<file path="src/rtl/bcd_pkg.sv">
// Shared definitions for the packed-BCD to binary converter.
//   state_e       : converter FSM states
//   BCD_DIGIT_W   : bits per BCD digit
//   BCD_MAX_DIGIT : largest legal decimal digit
//   min_bin_w()   : smallest binary width that holds every DIGITS-digit decimal value
package bcd_pkg;

  typedef enum logic [1:0] {
    StIdle = 2'd0,
    StConv = 2'd1,
    StDone = 2'd2
  } state_e;

  localparam int unsigned BCD_DIGIT_W   = 4;
  localparam int unsigned BCD_MAX_DIGIT = 9;

  // Bits needed for 10^digits - 1, i.e. ceil(log2(10^digits)).
  function automatic int unsigned min_bin_w(int unsigned digits);
    longint unsigned max_val;
    int unsigned     bits;
    max_val = 1;
    bits    = 0;
    for (int unsigned i = 0; i < digits; i++) begin
      max_val = max_val * 10;
    end
    max_val = max_val - 1;
    while (max_val != 0) begin
      bits++;
      max_val = max_val >> 1;
    end
    return bits;
  endfunction

endpackage

</file>
<file path="src/rtl/bcd_to_binary_mac.sv">
// Combinational multiply-by-ten-and-add step of the BCD to binary conversion.
//   acc_i           : running accumulator
//   digit_i         : next BCD digit, MSD first
//   sum_o           : acc_i*10 + digit_i, modulo 2^BIN_W
//   digit_invalid_o : digit_i is not a decimal digit (>9)
module bcd_digit_mac
  import bcd_pkg::*;
#(
  parameter int unsigned BIN_W = 10
) (
  input  logic [BIN_W-1:0]       acc_i,
  input  logic [BCD_DIGIT_W-1:0] digit_i,
  output logic [BIN_W-1:0]       sum_o,
  output logic                   digit_invalid_o
);

  // x*10 as two shifts and an add; invalid digits are added at their raw value.
  always_comb begin
    sum_o           = (acc_i << 3) + (acc_i << 1) + BIN_W'(digit_i);
    digit_invalid_o = digit_i > BCD_DIGIT_W'(BCD_MAX_DIGIT);
  end

endmodule

</file>
<file path="src/rtl/bcd_to_binary.sv">
// Sequential packed-BCD to unsigned binary converter, one digit per clock, MSD first.
//   clk, reset     : clock and synchronous active-high reset
//   in_valid/ready : input handshake; in_ready is high only while idle
//   bcd_input      : packed BCD word, digit DIGITS-1 in the MSBs
//   out_valid/ready: output handshake; result held until accepted
//   binary_output  : converted value (registered copy of the accumulator)
//   error          : some nibble of the accepted word was >9, qualified by out_valid
module bcd_to_binary
  import bcd_pkg::*;
#(
  parameter int unsigned DIGITS = 3,
  parameter int unsigned BIN_W  = 10
) (
  input  logic                          clk,
  input  logic                          reset,
  input  logic                          in_valid,
  output logic                          in_ready,
  input  logic [BCD_DIGIT_W*DIGITS-1:0] bcd_input,
  output logic                          out_valid,
  input  logic                          out_ready,
  output logic [BIN_W-1:0]              binary_output,
  output logic                          error
);

  localparam int unsigned SrW  = BCD_DIGIT_W * DIGITS;
  localparam int unsigned CntW = (DIGITS > 1) ? $clog2(DIGITS) : 1;

  if (BIN_W < min_bin_w(DIGITS)) begin : g_bad_width
    $error("BIN_W is too narrow for DIGITS decimal digits");
  end

  state_e           state_q;
  logic [SrW-1:0]   sr_q;
  logic [BIN_W-1:0] acc_q;
  logic [BIN_W-1:0] acc_d;
  logic [CntW-1:0]  cnt_q;
  logic             err_q;
  logic [BIN_W-1:0] bin_q;
  logic             out_valid_q;
  logic             digit_invalid;

  bcd_digit_mac #(
    .BIN_W(BIN_W)
  ) u_mac (
    .acc_i          (acc_q),
    .digit_i        (sr_q[SrW-1 -: BCD_DIGIT_W]),
    .sum_o          (acc_d),
    .digit_invalid_o(digit_invalid)
  );

  always_ff @(posedge clk) begin
    if (reset) begin
      state_q     <= StIdle;
      sr_q        <= '0;
      acc_q       <= '0;
      cnt_q       <= '0;
      err_q       <= 1'b0;
      bin_q       <= '0;
      out_valid_q <= 1'b0;
    end else begin
      unique case (state_q)
        StIdle: begin
          if (in_valid) begin
            sr_q    <= bcd_input;
            acc_q   <= '0;
            cnt_q   <= '0;
            err_q   <= 1'b0;
            state_q <= StConv;
          end
        end
        StConv: begin
          acc_q <= acc_d;
          bin_q <= acc_d;
          sr_q  <= sr_q << BCD_DIGIT_W;
          cnt_q <= cnt_q + CntW'(1);
          if (digit_invalid) begin
            err_q <= 1'b1;
          end
          if (cnt_q == CntW'(DIGITS - 1)) begin
            state_q     <= StDone;
            out_valid_q <= 1'b1;
          end
        end
        StDone: begin
          if (out_ready) begin
            state_q     <= StIdle;
            out_valid_q <= 1'b0;
          end
        end
        default: begin
          state_q     <= StIdle;
          out_valid_q <= 1'b0;
        end
      endcase
    end
  end

  // in_ready depends on state alone so no input reaches an output combinationally.
  always_comb begin
    in_ready      = (state_q == StIdle);
    out_valid     = out_valid_q;
    binary_output = bin_q;
    error         = err_q;
  end

endmodule

</file>
<file path="config.mk">
export PLATFORM = sky130hd
export DESIGN_NAME = bcd_to_binary
export DESIGN_NICKNAME = d
export VERILOG_FILES = /design/src/rtl/bcd_pkg.sv /design/src/rtl/bcd_to_binary_mac.sv /design/src/rtl/bcd_to_binary.sv
export SDC_FILE = /design/constraint.sdc
export NUM_CORES = 1
export LEC_CHECK = 0
export CORE_MARGIN = 2
export CORE_UTILIZATION = 58
export CTS_BUF_LIST = sky130_fd_sc_hd__clkbuf_4 sky130_fd_sc_hd__clkbuf_8
export DETAILED_ROUTE_END_ITERATION = 7
export PLACE_DENSITY = 0.91
export RECOVER_POWER = 100
export SYNTH_ARGS = -nofsm -noshare
export SYNTH_HDL_FRONTEND = slang
export SYNTH_SLANG_ARGS = --single-unit
</file>
<file path="constraint.sdc">
create_clock -name clk -period 5.6 [get_ports clk]
set_input_delay 1.12 -clock clk [delete_from_list [all_inputs] [get_ports clk]]
set_output_delay 1.12 -clock clk [all_outputs]
set_load 0.005 [all_outputs]
</file>
Word level (Yosys, flattened, before mapping)
Index checks and enable logic that the tools add are counted.
- add/subtract/negate cells: 3
- mux-type cells: 16
- order comparisons: 1
- eq/ne operators: 7
- bitwise operators: 1
- reduce and logical (&&, ||, !) cells: 6
- operators with widths (kind ; count):
    12-bit case mux with 2 select lines ; 1
    9-bit case mux with 2 select lines ; 1
    12-bit 2-to-1 mux ; 1
    10-bit adder ; 1
    10-bit by 4-bit adder with 10-bit output ; 1
    9-bit 2-to-1 mux ; 1
    3-bit AND reduction ; 3
    2-bit 2-to-1 mux ; 4
    2-bit != test, second input constant ; 4
    2-bit case mux with 3 select lines ; 1
    2-bit == test, second input constant ; 2
    4-bit > comparator, second input constant ; 1
    1-bit 2-to-1 mux ; 4
    2-bit case mux with 2 select lines ; 1
    1-bit case mux with 3 select lines ; 1
    2-bit by 1-bit adder with 2-bit output, second input constant ; 1
    2-bit by 1-bit == test with 1-bit output, second input constant ; 1
    2-bit zero test ; 1
    1-bit case mux with 2 select lines ; 1
    2-bit AND reduction ; 1
    2-bit nonzero test ; 1
    1-bit NOT ; 1
- bits of input ports: 16
- flip-flop bits (word level): 37
- output and inout port bits: 13
- word-level logic and storage cells: 41

Longest topological paths before layout
Gate-level depths: netlist (run 1).
- word-level depth: 3
- mapped depth: 9
- depth with buffers taken out: 9

Cells and area by module
Synthesis (run 1) repeated with hierarchy kept, for this count alone.
- cells, all modules: 218
- area total of the unflattened synthesis: 1808.0 µm²
- modules (own cells, without submodules) (module ; area an instance (µm²) ; cells an instance ; sequential area each (µm²) ; instances):
    bcd_to_binary ; 1392.6 ; 170 ; 760.7 ; 1
    bcd_digit_mac ; 415.4 ; 48 ; 0.0 ; 1

Least setup slack after synthesis (run 1)
OpenSTA, ideal clock, no wires.
- path type: reg2reg
- start point: reg sr_q[11]
- end point: reg bin_q[9] (netlist: binary_output[9])
- data arrival time: 2.082 ns
- period minus slack after synthesis: 2.142 ns
- setup time: 0.060 ns
- path buffers: 0
- setup slack: 3.458 ns
- data required time: 5.540 ns
- stages on the path, launching flop included: 10
- path through: dfxtp_1 -> inv_1 -> fa_1 -> inv_1 -> ha_1 -> nand3_1 -> a21oi_2 -> o211ai_2 -> a2111oi_2 -> a311o_1
- cells in the longest elaborated chain, start to end: 1
- RTL lines (item ; RTL line ; text):
    start: declaration ; bcd_to_binary.sv:33 ; logic [SrW-1:0] sr_q;
    start signal: assignment ; bcd_to_binary.sv:64 ; sr_q <= bcd_input;
    start signal: assignment ; bcd_to_binary.sv:74 ; sr_q <= sr_q << BCD_DIGIT_W;
    10-bit by 4-bit adder with 10-bit output ; bcd_to_binary_mac.sv:19 ; sum_o = (acc_i << 3) + (acc_i << 1) + BIN_W'(digit_i);
    end signal: assignment ; bcd_to_binary.sv:58 ; bin_q <= '0;
    end signal: assignment ; bcd_to_binary.sv:73 ; bin_q <= acc_d;
    end: declaration ; bcd_to_binary.sv:38 ; logic [BIN_W-1:0] bin_q;
No other way between the ends.
A chain may end at the register's enable or synchronous reset.

==> summary.txt, run 1 <==
Run status
  • Outcome: complete, but fails checks
  • Failing checks: max-capacitance violations, max-slew violations

Critical path
  • CP startpoint kind: input port
  • CP max stage delay: 1.16 ns
  • WS Path Type: input port to flop
  • Critical Path AT: 3.95 ns
  • Largest delay share family, worst path: buffers and inverters
  • Slowest stage cell, crit path: clkbuf_1
  • Type of destination of the critical path: flop
  • CP cell instances: dlygate4sd3_1 > clkbuf_1 > nor3b_1 > and3b_1 > and3_1 > nor3_1 > nand2_1
  • CP required: 5.84 ns
  • Critical-path maximum fanout: 37
  • Buf+Inv Stages, Crit Path: 2

Timing
  • Final hold violations: 0
  • Rel. slew slack: -7.17%
  • Slew Limit Fails: 38
  • RSZ-0062 raised after global routing: no
  • Sum of negative setup slack: 0 ns
  • Final Skew: 0.00577 ns
  • Final setup violation count: 0
  • Final WS setup: 1.89 ns
  • Worst Max-Slew Pin Slew: 1.61 ns
  • Max Fclk: 270 MHz
  • Fin crit share: 66.2%
  • Fin crit period: 3.71 ns

Yosys
  • Most frequent cells after synthesis: nor2_1 (48), dfxtp_1 (37), a21oi_1 (30), nand2_1 (27), ha_1 (15)
  • Synthesized instance count: 240
  • Distinct cells, synth: 36
  • Largest area contributor in the netlist: dfxtp_1
  • Synth Warn #: 0
  • Post-synth EDFFs: 0
  • Post-Syn Area: 0.00191 mm^2
  • Synthesized flop and latch total: 37
  • Area contributors post-synth: dfxtp_1 (39%), ha_1 (9.8%), nor2_1 (9.4%)
  • Register area share after synthesis: 38.7%
  • Share of the synthesized area in the top cell type: 38.7%
  • Most used DFF post-synth: dfxtp_1
  • Most common cell in the netlist: nor2_1
  • Share of flip-flops with an asynchronous set or reset: 0%
  • Syn Nets: 273
  • Mean area per synthesized cell: 7.97 um^2

Global route
  • Grt ovf: 0
  • Vias in the first global route: 1467
  • Gr usage total: 22.8%
  • Initial antenna violation count: 0
  • Largest net degree at the start of global routing: 38
  • Wire length of the first global-routing pass: 6.20 mm

Final layout
  • Antenna Cells: 0
  • Fill count: 267
  • Area Overhead vs Synth: 16.5%
  • Fin nets: 295
  • Share of cells above drive strength 1: 4.56%

Detailed routing
  • Wirelength per Cell: 12.5 um
  • DRC Markers: 0
  • 1st-pass router iterations: 4
  • Antenna-violating nets left: 0
  • Vias per inst: 5.40
  • DR vias: 1659
  • 1st-iter DRT viols: 56
  • Detailed Route WL: 3.84 mm

Clocking
  • Setup Fix Bufs, Post-CTS: 0
  • Clock H-tree levels: 2
  • Clock Tree Buf Depth: 2
  • CTS Sinks: 37
  • Hold_buf cts: 0
  • Clock slew at reported path FFs: 0.12 ns
  • CTS Root Cell: clkbuf_4
  • CTS buffer count: 5
  • Post-CTS resize count: 0
  • TritonCTS clock tree: done
  • Worst-Skew Late Latency: 0.35 ns

Floorplanning
  • # IOs: 29
  • Die Y: 61.4 um
  • Chip Width: 61.4 um
  • Initial core utilization: 61.7%
  • Row Count: 20
  • Core Footprint: 0.00310 mm^2
  • Die ar.: 0.00377 mm^2

Power
  • LEAKAGE: 0.998 nW
  • Peak VDD IR: 0.000149 V
  • Pwr Density: 232 mW/mm^2

Job
  • Max Cap Viol: 1

Place
  • Place WS: 2.71 ns
  • Detailed placer's ending HPWL: 2.76 mm
  • GPL Wtd Cong: 0.852
  • IO Port Bufs: 28

Hold path
  • Tightest Hold Check Type: flop to flop
[state kept, by name (all words and copies together), names as in the netlist]
name / cells
sr_q: 12
cnt_q: 2
binary_output: 10
out_valid: 1
error: 1
state_q: 2
acc_q: 9
[through the flow]
step | utilization [%] | instance area [um^2] | hold slack [ns] | instances | total power, mW
2_1_floorplan | - | 1910 | 0.435 | 240 | 0.351
3_3_place_gp | 70.5 | 2190 | 0.441 | 299 | 0.377
3_5_place_dp | 70.5 | 2190 | 0.448 | 299 | 0.381
4_1_cts | 72.5 | 2250 | 0.465 | 307 | 0.523
5_1_grt | 71.8 | 2230 | 0.486 | 307 | 0.545
6_report | 71.8 | 2230 | 0.458 | 307 | 0.516
[per-layer routing]
metal,global-route usage (%),share of wire (%),up-vias
met4,14.9,2.9,0
met3,5.04,4.6,11
met5,0,0,-
met1,27.5,45,756
met2,36.5,48,46
li1,-,-,846
[cell usage in the layout (no fill, tap or decap), drive strengths merged, types with 2 or more instances in the layout]
master | netlist | routed
nand2b | 2 | 2
o21ai | 4 | 4
a21oi | 31 | 31
nor2b | 9 | 9
a22oi | 4 | 4
clkbuf | 4 | 6
nand2 | 27 | 27
nor3 | 11 | 11
clkinvlp | 0 | 3
inv | 11 | 11
nand3b | 2 | 2
clkdlybuf4s50 | 0 | 14
a22o | 2 | 2
nor2 | 48 | 48
dfxtp | 37 | 37
dlygate4sd3 | 0 | 14
nor3b | 2 | 2
ha | 15 | 15
xnor2 | 3 | 3
nand3 | 3 | 3
fa | 2 | 2
[cell type report]
class / count / area, um^2 / share of cell area [%]
Clock buffer: 5 / 37.5 / 1.68
Timing Repair Buffer: 29 / 284 / 12.7
Sequential cell: 37 / 741 / 33.2
Clock inverter: 3 / 22.5 / 1.01
Multi-Input combinational cell: 178 / 1050 / 47.0
Inverter: 11 / 41.3 / 1.85
Tap cell: 44 / 55.1 / 2.47
[report_power, final]
part           switching [mW]  internal, mW  total, mW  leakage, nW
combinational          0.0440        0.0393     0.0833        0.673
sequential             0.0120         0.277      0.289        0.302
clock                  0.0953        0.0485      0.144       0.0234
[worst register-to-register path: stages (launching register included)]
cell	delay, ns
dfxtp_1	0.40
inv_1	0.07
fa_1	0.49
fa_1	0.48
nor2b_1	0.23
o31ai_1	0.14
and3_1	0.18
nor3_1	0.24
nand2_1	0.09
[cell families after synthesis]
logic type | synth area share, %
muxes | 0.589
AOI/OAI and AO/OA | 15.7
and+or+nand+nor | 25.6
xor gates and xnor gates | 1.83
DFF | 38.7
adders and majority gates | 11.9
buffers and inverters | 5.69
[worst paths after layout]
path	start	end	slack (ns)	cells after the start
min	binary_output[5]	binary_output[5]	0.46	2
min reg2reg	binary_output[5]	binary_output[5]	0.46	2
max reg2reg	acc_q[2]	binary_output[8]	3.18	8
max	reset	binary_output[8]	1.89	7
(Power assumes the default switching activity.)
==> run 2, diff against run 1 <==
- CORE_UTILIZATION: 58 -> 50
- PLACE_DENSITY: 0.91 -> 0.84
- clock period: 5.6 -> 3.26 ns (I/O delays scaled with it)
==> run 2 against run 1 <==
The flow now finishes without violations. Critical path depth fell by 4. Count of clock-buffer cells in the layout grew 1. Non-clock buffer count is 2 higher. Wire length is 2.1% lower. Worst setup slack lost 1.2 ns. First-iteration DRC count unchanged. Clock power grew to 2.9 times the previous value. Register-to-register slack lost 2.3 ns. Critical endpoint is now in_ready. Largest power group unchanged.
==> summary.txt, run 2 (synthesis results as in run 1) <==
Floorplanning
  • Chip Width: 65.9 um
  • Row Count: 22
  • Initial core utilization: 52.3%
  • Die ar.: 0.00434 mm^2
  • Die Y: 65.9 um
  • Core Footprint: 0.00366 mm^2
  • # IOs: 29

Global route
  • Grt ovf: 0
  • Largest net degree at the start of global routing: 27
  • Gr usage total: 19.4%
  • Initial antenna violation count: 0
  • Vias in the first global route: 1529
  • Wire length of the first global-routing pass: 6.40 mm

Critical path
  • Largest delay share family, worst path: buffers and inverters
  • Critical-path maximum fanout: 21
  • Type of destination of the critical path: primary output
  • CP cell instances: clkbuf_1 > nor2_1 > clkdlybuf4s50_1
  • Worst r2r dst: binary_output[9]
  • WS Path Type: flop to primary output
  • Buf+Inv Stages, Crit Path: 2
  • Slowest stage cell, crit path: clkbuf_1
  • CP startpoint kind: flop
  • Critical Path AT: 1.87 ns
  • CP max stage delay: 0.68 ns
  • Worst Setup SP: state_q[1]
  • R2R depth: 9
  • CP required: 2.61 ns
  • R2R Setup Slk: 0.86 ns
  • Launching point of the worst reg2reg path: acc_q[0]

Timing
  • Final hold violations: 0
  • Final setup violation count: 0
  • Worst Max-Slew Pin Slew: 1.09 ns
  • RSZ-0062 raised after global routing: no
  • Fin crit period: 2.53 ns
  • WHS: 0.443 ns
  • Rel. slew slack: 27.3%
  • Max Fclk: 396 MHz
  • Slew Limit Fails: 0
  • Final Skew: 0.00210 ns
  • Fin crit share: 77.5%
  • Sum of negative setup slack: 0 ns

Power
  • LEAKAGE: 1.04 nW
  • Pwr Density: 456 mW/mm^2
  • Peak VDD IR: 0.000253 V
  • Final Power: 1.05 mW

Clocking
  • TritonCTS clock tree: done
  • CTS Root Cell: clkbuf_8
  • Clock slew at reported path FFs: 0.07 ns
  • Clock Tree Buf Depth: 2
  • Hold_buf cts: 0
  • Setup Fix Bufs, Post-CTS: 0
  • CTS buffer count: 5
  • CTS Sinks: 37
  • Clock H-tree levels: 2
  • Post-CTS resize count: 0
  • Worst-Skew Late Latency: 0.29 ns

Final layout
  • Antenna Cells: 0
  • Most frequent cells in the layout: nor2_1 (48), dfxtp_1 (37), a21oi_1 (31), nand2_1 (27), ha_1 (15)
  • Fin nets: 297
  • Post-Layout Cell Count: 313
  • Top reg by flops: sr_q
  • Area Overhead vs Synth: 20.8%
  • Utilization of the core after routing: 63.1%
  • Max reg flops: 12
  • Commonest non-fill, non-tap cell in the layout: nor2_1
  • Share of cells above drive strength 1: 4.91%

Place
  • IO Port Bufs: 28
  • Detailed placer's ending HPWL: 2.76 mm
  • GPL Wtd Cong: 0.833
  • Placed cells: 305

Hold path
  • Hold Crit Start: binary_output[8]
  • Hold-critical path endpoint: binary_output[8]
  • Hold depth: 2
  • Tightest Hold Check Type: flop to flop

Detailed routing
  • Met2 wire length: 1.90 mm
  • DR WL met3: 107 um
  • DRC Markers: 0
  • DR vias: 1649
  • Vias per inst: 5.27
  • Detailed Route WL: 3.76 mm
  • Met1 Wirelength: 1.68 mm
  • Top Metal Used: met4
  • 1st-pass router iterations: 4
  • Wirelength per Cell: 12.0 um
  • Antenna-violating nets left: 0
  • 1st-iter DRT viols: 56

Run status
  • Outcome: finished clean

Job
  • Max Cap Viol: 0
==> run 2: final cells by class <==
class | count | area, um^2
flip-flops and latches | 37 | 741
well taps | 48 | 60.1
inverters | 11 | 41.3
clock inverters | 2 | 37.5
repair buffers | 31 | 295
multi-input cells | 178 | 1050
clock buffers | 6 | 82.6
fillers | 330 | 1350
==> run 2: how the worst max path moves through the flow <==
stage | endpoint | depth (start not counted)
after detailed placement | acc_q[8] | 6
after global placement | acc_q[8] | 6
after CTS | acc_q[8] | 8
final | in_ready | 3
after global routing | binary_output[9] | 9
after floorplan | binary_output[9] | 9
==> run 2: through the flow <==
stage / setup WS [ns] / cell area [um^2]
5_1_grt: 0.552 / 2310
4_1_cts: 0.868 / 2330
3_3_place_gp: 0.932 / 2210
2_1_floorplan: 1.12 / 1910
3_5_place_dp: 0.863 / 2210
6_report: 0.734 / 2310
==> run 2: where the power goes <==
part	total, mW	internal (mW)	switching [mW]
sequential	0.491	0.476	0.0145
clock	0.413	0.249	0.164
combinational	0.150	0.0695	0.0800
==> run 2: worst min-delay path: cells and delay by family, from the launching register on <==
| family | cells | cell delay [ns] |
|---|---|---|
| DFF | 1 | 0.31 |
| and+or+nand+nor | 2 | 0.09 |
==> run 2: routing by layer <==
metal	track usage (%)	vias to the layer above
li1	-	850
met5	0	-
met3	4.09	8
met1	21.4	765
met2	35.2	26
met4	8.59	0
==> run 3, diff against run 2 <==
- clock period: 3.26 -> 2.3 ns (I/O delays scaled with it)
==> run 3 against run 2 <==
Non-clock buffer count grew 7. Critical path depth grew 6. Hold slack gained 0.0096 ns. Cell count grew 2.2%. Cell area grew 4.8%. Sequential share of layout area shrank 1.4 points. Largest cell class unchanged. Register-to-register slack lost 0.81 ns. Die area is the same. Wire length grew 10%. Sequential power grew 43%. Largest power group unchanged. Count of clock-buffer cells in the layout grew 1. Global-route usage grew 1.6 points.
==> summary.txt, run 3 (synthesis results as in run 1) <==
Critical path
  • Critical-path maximum fanout: 3
  • Type of destination of the critical path: flop
  • WS Path Type: flop to flop
  • Worst Setup SP: acc_q[0]
  • CP required: 2.53 ns
  • Launching point of the worst reg2reg path: acc_q[0]
  • Critical Path AT: 2.49 ns
  • CP startpoint kind: flop

Timing
  • RSZ-0062 raised after global routing: yes
  • WHS: 0.453 ns
  • Worst Max-Slew Pin Slew: 0.883 ns
  • Final Skew: 0.000971 ns
  • Fin crit period: 2.25 ns
  • Slew Limit Fails: 0
  • Rel. slew slack: 41.2%
  • Fin crit share: 98.0%
  • Final setup violation count: 0
  • Max Fclk: 444 MHz
  • Final hold violations: 0

Clocking
  • CTS Root Cell: clkbuf_8
  • CTS buffer count: 5
  • Hold_buf cts: 0
  • Clock Tree Buf Depth: 2
  • TritonCTS clock tree: done
  • Worst-Skew Late Latency: 0.29 ns
  • Clock H-tree levels: 2
  • CTS Sinks: 37
  • Clock slew at reported path FFs: 0.07 ns

Detailed routing
  • 1st-iter DRT viols: 82
  • Detailed Route WL: 4.15 mm
  • DR vias: 1704
  • Vias per inst: 5.33
  • DRC Markers: 0
  • Wirelength per Cell: 13.0 um
  • 1st-pass router iterations: 4
  • Antenna-violating nets left: 0

Global route
  • Largest net degree at the start of global routing: 26
  • Vias in the first global route: 1617
  • Gr usage total: 21.0%
  • Grt met3 use: 6.47%
  • Wire length of the first global-routing pass: 6.84 mm
  • Met1 Use GR: 23.3%
  • Met2 usage: 35.4%
  • Initial antenna violation count: 0
  • Top Usage Layer GRT: met2
  • Grt ovf: 0

Floorplanning
  • Die ar.: 0.00434 mm^2
  • Die Y: 65.9 um
  • Initial core utilization: 52.3%
  • # IOs: 29
  • Row Count: 22
  • Core Footprint: 0.00366 mm^2
  • Chip Width: 65.9 um

Power
  • Peak VDD IR: 0.000333 V
  • LEAKAGE: 1.07 nW
  • Pwr Density: 626 mW/mm^2
  • Final Power: 1.52 mW

Final layout
  • Commonest non-fill, non-tap cell in the layout: nor2_1
  • Share of cells above drive strength 1: 11.8%
  • Antenna Cells: 0
  • Fin nets: 304
  • Most frequent cells in the layout: nor2_1 (48), dfxtp_1 (35), a21oi_1 (29), nand2_1 (27), clkdlybuf4s50_1 (15)
  • Fill count: 312
  • Top reg by flops: sr_q
  • Area Overhead vs Synth: 26.6%
  • Max reg flops: 12

Place
  • GPL Wtd Cong: 0.836
  • Detailed placer's ending HPWL: 2.82 mm
  • IO Port Bufs: 28

Hold path
  • Hold Crit Start: binary_output[5]
  • Tightest Hold Check Type: flop to flop

Job
  • Max Cap Viol: 0

Run status
  • Outcome: finished clean
-- run 3: cell types whose count changed in the layout (fill, tap and decap cells not counted), moves of 2 or more --
cell,change
a21oi_1,-2
buf_4,+7
dfxtp_1,-2
dfxtp_2,+2
inv_1,-2
inv_2,+2
-- run 3: cell type report --
class                   instances  area (um^2)  area share [%]
clock buffers                   7         90.1            3.72
well taps                      48         60.1            2.48
inverters                      11         41.3            1.70
clock inverters                 1         30.0            1.24
multi-input cells             178         1110            45.8
repair buffers                 38          348            14.4
flip-flops and latches         37          743            30.7
-- run 3: per-layer routing --
| layer | up-vias | wire [um] |
|---|---|---|
| met5 | - | 0 |
| met4 | 0 | 172 |
| met3 | 15 | 163 |
| met2 | 47 | 2090 |
| met1 | 778 | 1730 |
| li1 | 864 | - |
-- run 3: metrics by stage --
| step | cells | worst slack (ns) | setup TNS, ns | utilization [%] | cell area, um^2 |
|---|---|---|---|---|---|
| after floorplan | 240 | 0.158 | 0 | - | 1910 |
| after global placement | 308 | 0.111 | 0 | 60.9 | 2230 |
| after detailed placement | 308 | 0.0132 | 0 | 60.9 | 2230 |
| after CTS | 317 | 0.0275 | 0 | 64.5 | 2360 |
| after global routing | 320 | -0.0861 | -0.0950 | 66.2 | 2420 |
| final | 320 | 0.0471 | 0 | 66.2 | 2420 |
-- run 3: final timing paths --
check	to	slack (ns)	cells after the start
worst min-delay path	binary_output[5]	0.45	2
worst max register to register	binary_output[9]	0.05	9
worst min register to register	binary_output[5]	0.45	2
worst max-delay path	binary_output[9]	0.05	9
-- run 3: worst max-delay path, stage by stage, from the launching register on --
cell,delay (ns)
dfxtp_2,0.35
inv_2,0.04
fa_2,0.60
inv_2,0.05
ha_4,0.27
nand3_4,0.08
a21oi_4,0.15
o211ai_2,0.12
a2111oi_2,0.38
a311o_1,0.16
-- run 3: what timing repair did --
item / in CTS / in global routing
pin swaps: 4 / 6
resized for setup: 1 / 12
endpoints found under the setup margin: 1 / 7
buffers inserted: 1 / 3
-- run 3: power by group --
group	internal (mW)	switching [mW]
combinational	0.108	0.117
clock	0.365	0.221
sequential	0.675	0.0279
==> RTL edit (flow settings as in run 2) <==
Register the output `error`, cleared by the reset; this adds one clock of latency there. The other outputs are not delayed to match.
--- a/src/rtl/bcd_to_binary.sv
+++ b/src/rtl/bcd_to_binary.sv
@@ -24,6 +24,8 @@
 
   localparam int unsigned SrW  = BCD_DIGIT_W * DIGITS;
   localparam int unsigned CntW = (DIGITS > 1) ? $clog2(DIGITS) : 1;
+
+  logic error_d;
 
   if (BIN_W < min_bin_w(DIGITS)) begin : g_bad_width
     $error("BIN_W is too narrow for DIGITS decimal digits");
@@ -100,7 +102,15 @@
     in_ready      = (state_q == StIdle);
     out_valid     = out_valid_q;
     binary_output = bin_q;
-    error         = err_q;
+    error_d       = err_q;
+  end
+
+  always_ff @(posedge clk) begin
+    if (reset) begin
+      error <= '0;
+    end else begin
+      error <= error_d;
+    end
   end
 
 endmodule
Check against the original RTL: not equivalent (a bounded check fails within 4 cycles, from zero or initial values and one cycle with reset high).
==> RTL edit against run 2 <==
Sequential cell count rose by 1; via count is 2.7% lower; routed wire length is 3.5% lower; final area fell by 0.81%; count of clock-buffer cells in the layout down 1; power shrank 9.7%; first-iteration DRC count grew 7.1%; fmax up 2.2%; synthesized area is 1.3% higher; synthesized cell count is 0.83% higher; worst setup slack improved by 54 ps; critical path type is now reg2reg; largest cell class unchanged.
==> RTL edit: results (changes against run 2) <==
status: finished clean (unchanged)
routed wire length: 3630 um (was 3760 um)
Final WS setup: 788 ps (was 734 ps)
placed inst area: 2230 um2 (was 2210 um2)
Hold WS: 446 ps (was 443 ps)
Max stage delay on crit path: 540 ps (was 680 ps)
M1 wire length: 1640 um (was 1680 um)
post-detail-place hpwl: 2670 um (was 2760 um)
met1 Track Usage GR: 22.0% (was 21.4%)
layout cells sized above 1: 4.53% (was 4.91%)
Worst Clk Skew: 3.19 ps (was 2.10 ps)
area of the multi-input gates: 1060 um2 (was 1050 um2)
switching power: 0.249 mW (was 0.259 mW)
clock network power: 0.299 mW (was 0.413 mW)
layout net count: 298 (was 297)
met2 GRT Util: 34.4% (was 35.2%)
commonest cells in the netlist: nor2_1 (48), dfxtp_1 (38), a21oi_1 (30) (was nor2_1 (48), dfxtp_1 (37), a21oi_1 (30))
post-synthesis sequential area ratio: 39.3% (was 38.7%)
CP max-delay cell: fa_1 (was clkbuf_1)
Synth area leaders: dfxtp_1 (39%), ha_1 (9.7%), nor2_1 (9.3%) (was dfxtp_1 (39%), ha_1 (9.8%), nor2_1 (9.4%))
seq pwr: 0.504 mW (was 0.491 mW)
clock sinks: 38 (was 37)
Via density: 5.13 (was 5.27)
Non-clk bufs: 30 (was 31)
pre-CTS setup slack: 847 ps (was 863 ps)
Mapped Cells: 242 (was 240)
worst path arrival time: 2710 ps (was 1870 ps)
CLK BUF: 5 (was 6)
Design Area, Final: 2290 um2 (was 2310 um2)
-- RTL edit: cell types whose count changed in the layout (fill, tap and decap cells not counted), sizes merged --
cell                  run 2  this run
clkdlybuf4s50            14        13
clkbuf                    8         6
clkinv                    0         2
dfxtp                    37        38
bufinv                    1         0
dlygate4sd3              14        15
clkinvlp                  1         0
nor2b                     9        10
-- RTL edit: logic make-up (layout without fill, tap and decap cells) --
kind of cell | Yosys count | in the layout | share of synthesized area (%)
AOI/OAI and AO/OA | 48 | 48 | 15.5
DFF | 38 | 38 | 39.3
buffers and inverters | 25 | 48 | 5.55
xor gates and xnor gates | 4 | 4 | 1.81
and+or+nand+nor | 109 | 109 | 25.6
adders and majority gates | 17 | 17 | 11.7
muxes | 1 | 1 | 0.581
-- RTL edit: worst min-delay path: stages (launching register included) --
cell     delay (ps)
dfxtp_1         310
nand2_1          50
nand2_1          40
